--- src/rtl/eth_xgmii_tx_encap.sv ---
// eth_xgmii_tx_encap: wraps an 8-byte frame stream in XGMII /S/+preamble+SFD, /T/, idle fill and IPG.
// A missing or short non-last beat aborts the frame with an /E/ word and the rest of it is dropped.
module eth_xgmii_tx_encap #(
  parameter int N_CHANNELS = 8,
  parameter int W_BYTE     = 8,
  parameter int IPG_BYTES  = 12,
  parameter int W_IPG_CNT  = 5
) (
  input  logic                         i_clk,
  input  logic                         i_reset,
  input  logic                         i_clk_en,
  input  logic [N_CHANNELS*W_BYTE-1:0] i_tdata,
  input  logic [N_CHANNELS-1:0]        i_tkeep,
  input  logic                         i_tvalid,
  input  logic                         i_tlast,
  output logic                         o_tready,
  output logic [N_CHANNELS-1:0]        o_xgmii_ctrl,
  output logic [N_CHANNELS*W_BYTE-1:0] o_xgmii_data,
  output logic                         o_underrun
);

  localparam int W_LANE = $clog2(N_CHANNELS + 1);

  localparam logic [W_BYTE-1:0] CH_IDLE  = W_BYTE'(8'h07);
  localparam logic [W_BYTE-1:0] CH_START = W_BYTE'(8'hFB);
  localparam logic [W_BYTE-1:0] CH_PRE   = W_BYTE'(8'h55);
  localparam logic [W_BYTE-1:0] CH_SFD   = W_BYTE'(8'hD5);
  localparam logic [W_BYTE-1:0] CH_TERM  = W_BYTE'(8'hFD);
  localparam logic [W_BYTE-1:0] CH_ERR   = W_BYTE'(8'hFE);

  // ST_IPG with a satisfied gap doubles as the idle state.
  typedef enum logic [1:0] {ST_IPG, ST_DATA, ST_TERM, ST_DROP} state_e;

  state_e                       state_q, state_d;
  logic [W_IPG_CNT-1:0]         ipg_cnt_q, ipg_cnt_d;
  logic [N_CHANNELS-1:0]        ctrl_q, ctrl_d;
  logic [N_CHANNELS*W_BYTE-1:0] data_q, data_d;
  logic                         underrun_q, underrun_d;

  logic [W_LANE-1:0]            keep_n;
  logic [W_IPG_CNT:0]           ipg_sum;
  logic [W_IPG_CNT-1:0]         ipg_inc;
  logic                         ipg_ok;
  logic                         beat_bad;

  // Number of valid lanes = index of the first zero in tkeep, which also tames malformed masks.
  always_comb begin
    keep_n = W_LANE'(N_CHANNELS);
    for (int k = N_CHANNELS - 1; k >= 0; k--) begin
      if (!i_tkeep[k]) keep_n = W_LANE'(k);
    end
  end

  assign ipg_sum  = {1'b0, ipg_cnt_q} + (W_IPG_CNT+1)'(N_CHANNELS);
  assign ipg_inc  = ipg_sum[W_IPG_CNT] ? '1 : ipg_sum[W_IPG_CNT-1:0];
  assign ipg_ok   = ipg_cnt_q >= W_IPG_CNT'(IPG_BYTES);
  assign beat_bad = !i_tvalid || (!i_tlast && (i_tkeep != '1));

  always_ff @(posedge i_clk or negedge i_reset) begin
    if (!i_reset) begin
      state_q    <= ST_IPG;
      ipg_cnt_q  <= W_IPG_CNT'(IPG_BYTES);
      ctrl_q     <= '1;
      data_q     <= {N_CHANNELS{CH_IDLE}};
      underrun_q <= 1'b0;
    end else if (i_clk_en) begin
      state_q    <= state_d;
      ipg_cnt_q  <= ipg_cnt_d;
      ctrl_q     <= ctrl_d;
      data_q     <= data_d;
      underrun_q <= underrun_d;
    end
  end

  always_comb begin
    state_d   = state_q;
    ipg_cnt_d = ipg_cnt_q;
    unique case (state_q)
      ST_IPG: begin
        if (!ipg_ok) ipg_cnt_d = ipg_inc;
        else if (i_tvalid) state_d = ST_DATA;
      end
      ST_DATA: begin
        if (beat_bad) begin
          state_d = ST_DROP;
        end else if (i_tlast) begin
          if (keep_n == W_LANE'(N_CHANNELS)) begin
            state_d = ST_TERM;
          end else begin
            state_d   = ST_IPG;
            ipg_cnt_d = W_IPG_CNT'(N_CHANNELS) - W_IPG_CNT'(keep_n);
          end
        end
      end
      ST_TERM: begin
        state_d   = ST_IPG;
        ipg_cnt_d = W_IPG_CNT'(N_CHANNELS);
      end
      ST_DROP: begin
        if (i_tvalid && i_tlast) begin
          state_d   = ST_IPG;
          ipg_cnt_d = W_IPG_CNT'(IPG_BYTES);
        end
      end
      default: state_d = ST_IPG;
    endcase
  end

  always_comb begin
    ctrl_d     = '1;
    data_d     = {N_CHANNELS{CH_IDLE}};
    underrun_d = 1'b0;
    unique case (state_q)
      ST_IPG: begin
        if (ipg_ok && i_tvalid) begin
          ctrl_d = N_CHANNELS'(1);
          data_d = {CH_SFD, {(N_CHANNELS-2){CH_PRE}}, CH_START};
        end
      end
      ST_DATA: begin
        if (beat_bad) begin
          data_d     = {N_CHANNELS{CH_ERR}};
          underrun_d = 1'b1;
        end else begin
          // Full beats have keep_n == N_CHANNELS, so this covers both payload and /T/ words.
          for (int k = 0; k < N_CHANNELS; k++) begin
            if (k < int'(keep_n)) begin
              ctrl_d[k]                  = 1'b0;
              data_d[k*W_BYTE +: W_BYTE] = i_tdata[k*W_BYTE +: W_BYTE];
            end else if (k == int'(keep_n)) begin
              data_d[k*W_BYTE +: W_BYTE] = CH_TERM;
            end
          end
        end
      end
      ST_TERM: data_d[W_BYTE-1:0] = CH_TERM;
      ST_DROP: begin
      end
      default: begin
      end
    endcase
  end

  assign o_tready     = i_clk_en && ((state_q == ST_DATA) || (state_q == ST_DROP));
  assign o_xgmii_ctrl = ctrl_q;
  assign o_xgmii_data = data_q;
  assign o_underrun   = underrun_q && i_clk_en;

endmodule

--- config.mk ---
export PLATFORM = sky130hd
export DESIGN_NAME = eth_xgmii_tx_encap
export DESIGN_NICKNAME = d
export VERILOG_FILES = /design/src/rtl/eth_xgmii_tx_encap.sv
export SDC_FILE = /design/constraint.sdc
export NUM_CORES = 1
export LEC_CHECK = 0
export CORE_ASPECT_RATIO = 1.5
export CORE_MARGIN = 2
export CORE_UTILIZATION = 30
export CTS_CLUSTER_SIZE = 24
export DETAILED_ROUTE_END_ITERATION = 8
export SLEW_MARGIN = 10
export SYNTH_ARGS = -nofsm -noshare
export SYNTH_HDL_FRONTEND = slang
export SYNTH_SLANG_ARGS = --single-unit
--- constraint.sdc ---
create_clock -name i_clk -period 2 [get_ports i_clk]
set_input_delay 0.4 -clock i_clk [delete_from_list [all_inputs] [get_ports i_clk]]
set_output_delay 0.4 -clock i_clk [all_outputs]
set_load 0.03 [all_outputs]
==> results.json <==
{
  "status": "complete, no violations",
  "synth_edf_count": 0,
  "wirelength_um": 15100,
  "drive_above_1_share_pct": 22.5,
  "worst_slew_pin_slew_ps": 489,
  "max_freq_mhz": 504,
  "path_clk_slew_ps": 60,
  "power_mw": 7.97,
  "die_width_um": 98.2,
  "synthFlopType": "dfrtp_1",
  "total_leakage_power_nw": 2.63,
  "clock_skew_ps": 2.91,
  "grt_max_degree": 46,
  "seqPwrFrac_pct": 32.4,
  "wl_met1_um": 5830,
  "synth_top_area_share_pct": 27.6,
  "core_um2": 13000,
  "grt_usage_pct": 21.0,
  "grt_pass1_wl_um": 23600,
  "cts_tree": "yes",
  "synth_area_leaders": "dfrtp_1, dfstp_2, nor2_1, a21oi_1, o21ai_0",
  "wl_met2_um": 8090,
  "cp-end-kind": "output port",
  "ys_ff_latch": 78,
  "cts_hold_buf": 0,
  "final_util_pct": 49.4,
  "drt-wirelength-per-cell_um": 19.4,
  "numCtsBuffers": 9,
  "setup-violations-final": 0,
  "p_per_area_nw_per_um2": 1240,
  "path_cells": "clkdlybuf4s50_1",
  "slew_headroom_pct": 67.3,
  "crit_type": "flop to output port",
  "timing.rr.end": "o_xgmii_data[63]",
  "synthTopCellsByCount": "nor2_1, dfrtp_1, dfstp_2",
  "cp_max_fo": 2,
  "yosysUniqueCellTypes": 61,
  "ant_nets": 0,
  "top_layer": "met4",
  "r2r_start": "state_q[0]",
  "clockBufferDepth": 2,
  "grt_pass1_vias": 4305,
  "finalHoldViolations": 0,
  "ff2ff_path_depth": 5,
  "place_ws_ps": -188,
  "clk-insertion-delay-late_ps": 340,
  "antenna_found_initial": 0,
  "power_frac_clock_pct": 24.1,
  "hp-class": "primary input to async pin",
  "setup_slack_ps": 16.9,
  "syn_nets": 490,
  "met3_length_um": 572,
  "drc": 0,
  "gp_congestion": 0.853,
  "viasPerCell": 5.32,
  "portBuffers": 150,
  "p_switching_mw": 2.96,
  "reg2reg_slack_ps": 190,
  "worst_ep_arrival_time_ps": 1580,
  "fillCellCount": 1258,
  "synth_area_um2": 3990,
  "max_stage_delay_ps": 710,
  "period_share_pct": 99.2,
  "dieArea_um2": 14300,
  "drt_iter0_drc": 222,
  "cts_root_buf": "clkbuf_16",
  "core.rowCount": 51,
  "htreeDepth": 3,
  "worstPathRequired_ps": 1600,
  "first_pass_iters": 5,
  "power.internal_mw": 5.01,
  "dr_total_vias": 4130,
  "yosysTopAreaCell": "dfrtp_1",
  "rsz0062_at_grt": "false",
  "hold_slack_ps": 8.17,
  "slew_violations": 0,
  "setup.worst_path.start": "o_xgmii_ctrl[3]",
  "syn_avg_cell_area_um2": 9.66,
  "fin_nets": 689,
  "ys_seq_area_share_pct": 50.0,
  "initial_core_util_pct": 30.6,
  "num_antenna_cells": 0,
  "dpl.hpwl_um": 11900,
  "cp.depth": 1,
  "fin_crit_ps": 1980,
  "io_pins": 151,
  "endpoint": "o_xgmii_ctrl[3]",
  "grt-ovfl-total": 0,
  "yosysWarnings": 0,
  "critical_path_buf_inv_count": 1,
  "cap_violations": 0,
  "syn_inst": 413,
  "p_sw_share_pct": 37.1,
  "clkSinkCount": 78,
  "ys_async_sr_fraction_pct": 100,
  "combinationalPowerShare_pct": 43.5,
  "ir_drop_v": 0.000565,
  "die_y_um": 145,
  "cp_top_family": "buffers and inverters",
  "yosysMostFrequentCell": "nor2_1",
  "cp_slowest_cell": "clkdlybuf4s50_1",
  "areaGrowthSynthToFinish_pct": 61.1,
  "start_kind": "flop",
  "tns_ps": 0
}
==> kinds of logic (layout without fill, tap and decap cells) <==
| logic type | count (synthesis) | count (layout) | share of synthesized area [%] |
|---|---|---|---|
| compound gates | 146 | 146 | 26.3 |
| simple gates | 137 | 137 | 17.2 |
| flops | 78 | 78 | 50.0 |
| buf+inv | 51 | 255 | 6.15 |
| mux | 1 | 1 | 0.282 |
==> through the flow <==
| stage | cell area, um^2 | cells |
|---|---|---|
| floorplan | 3990 | 413 |
| global placement | 6080 | 760 |
| detailed placement | 6080 | 760 |
| CTS | 6430 | 776 |
| global route | 6430 | 776 |
| finish | 6430 | 776 |
==> power groups by stage <==
stage	Combinational, mW	Clock, mW	Sequential (mW)
global placement	3.43	0	2.59
global route	3.66	2.01	2.65
CTS	3.49	1.94	2.59
detailed placement	3.48	0	2.60
finish	3.47	1.92	2.58
floorplan	0.971	0	3.42
==> sequential cells by signal, summed over array words and instances (netlist names) <==
register / count
ipg_cnt_q: 3
underrun_q: 1
o_xgmii_data: 64
state_q: 2
o_xgmii_ctrl: 8
==> final cells by class <==
cell class                      instances  area (um^2)  share of cell area [%]
Tap cell                              159          199                    3.10
Sequential cell                        78         1990                    31.0
Timing Repair Buffer                  220         2060                    32.1
Clock inverter                          3         90.1                    1.40
Inverter                               19         71.3                    1.11
Multi-Input combinational cell        284         1750                    27.2
Clock buffer                           13          260                    4.05
==> cell usage in the layout (no fill, tap or decap), types with 3 or more instances in the layout <==
cell               n
nor3_1            12
o211ai_1           3
and2_1             3
a21o_1             4
nand3_1           12
nor2b_1            4
a221o_1            3
nand2_1           29
nand3b_1           5
a22oi_1            3
nand4_1            4
o2bb2ai_1         14
a41oi_1            3
bufinv_16          3
clkbuf_16          9
buf_12             4
inv_1             18
nand2b_1           3
o21a_1             3
a21oi_1           28
o22ai_1            3
dfrtp_1           44
clkdlybuf4s50_1  145
buf_4             69
a211oi_1          11
a311oi_1           7
a22o_1             3
nor2_1            48
dfstp_2           34
o221ai_1           5
a31oi_1           15
o21ai_0           26
==> what timing repair did <==
action,in CTS,in global routing
endpoints found under the setup margin,1,0
buffers inserted,0,0
resized for setup,1,0
endpoints found under the hold margin,0,0
==> worst min-delay path by stage <==
stage,startpoint,to,depth (start not counted),slack [ps]
floorplan,i_reset,ipg_cnt_q[4],0,100
global placement,i_reset,o_xgmii_data[3],1,380
detailed placement,i_reset,o_xgmii_data[12],1,390
CTS,i_reset,o_xgmii_data[5],1,20
global route,i_reset,o_xgmii_data[3],1,40
finish,i_reset,o_xgmii_data[12],1,8
==> metal layers <==
metal	GRT usage (%)	up-vias
met3	2.70	39
met1	24.3	2027
met5	0	-
met2	37.7	142
li1	-	1922
met4	10.5	0
Power figures use the tool's default switching activity.
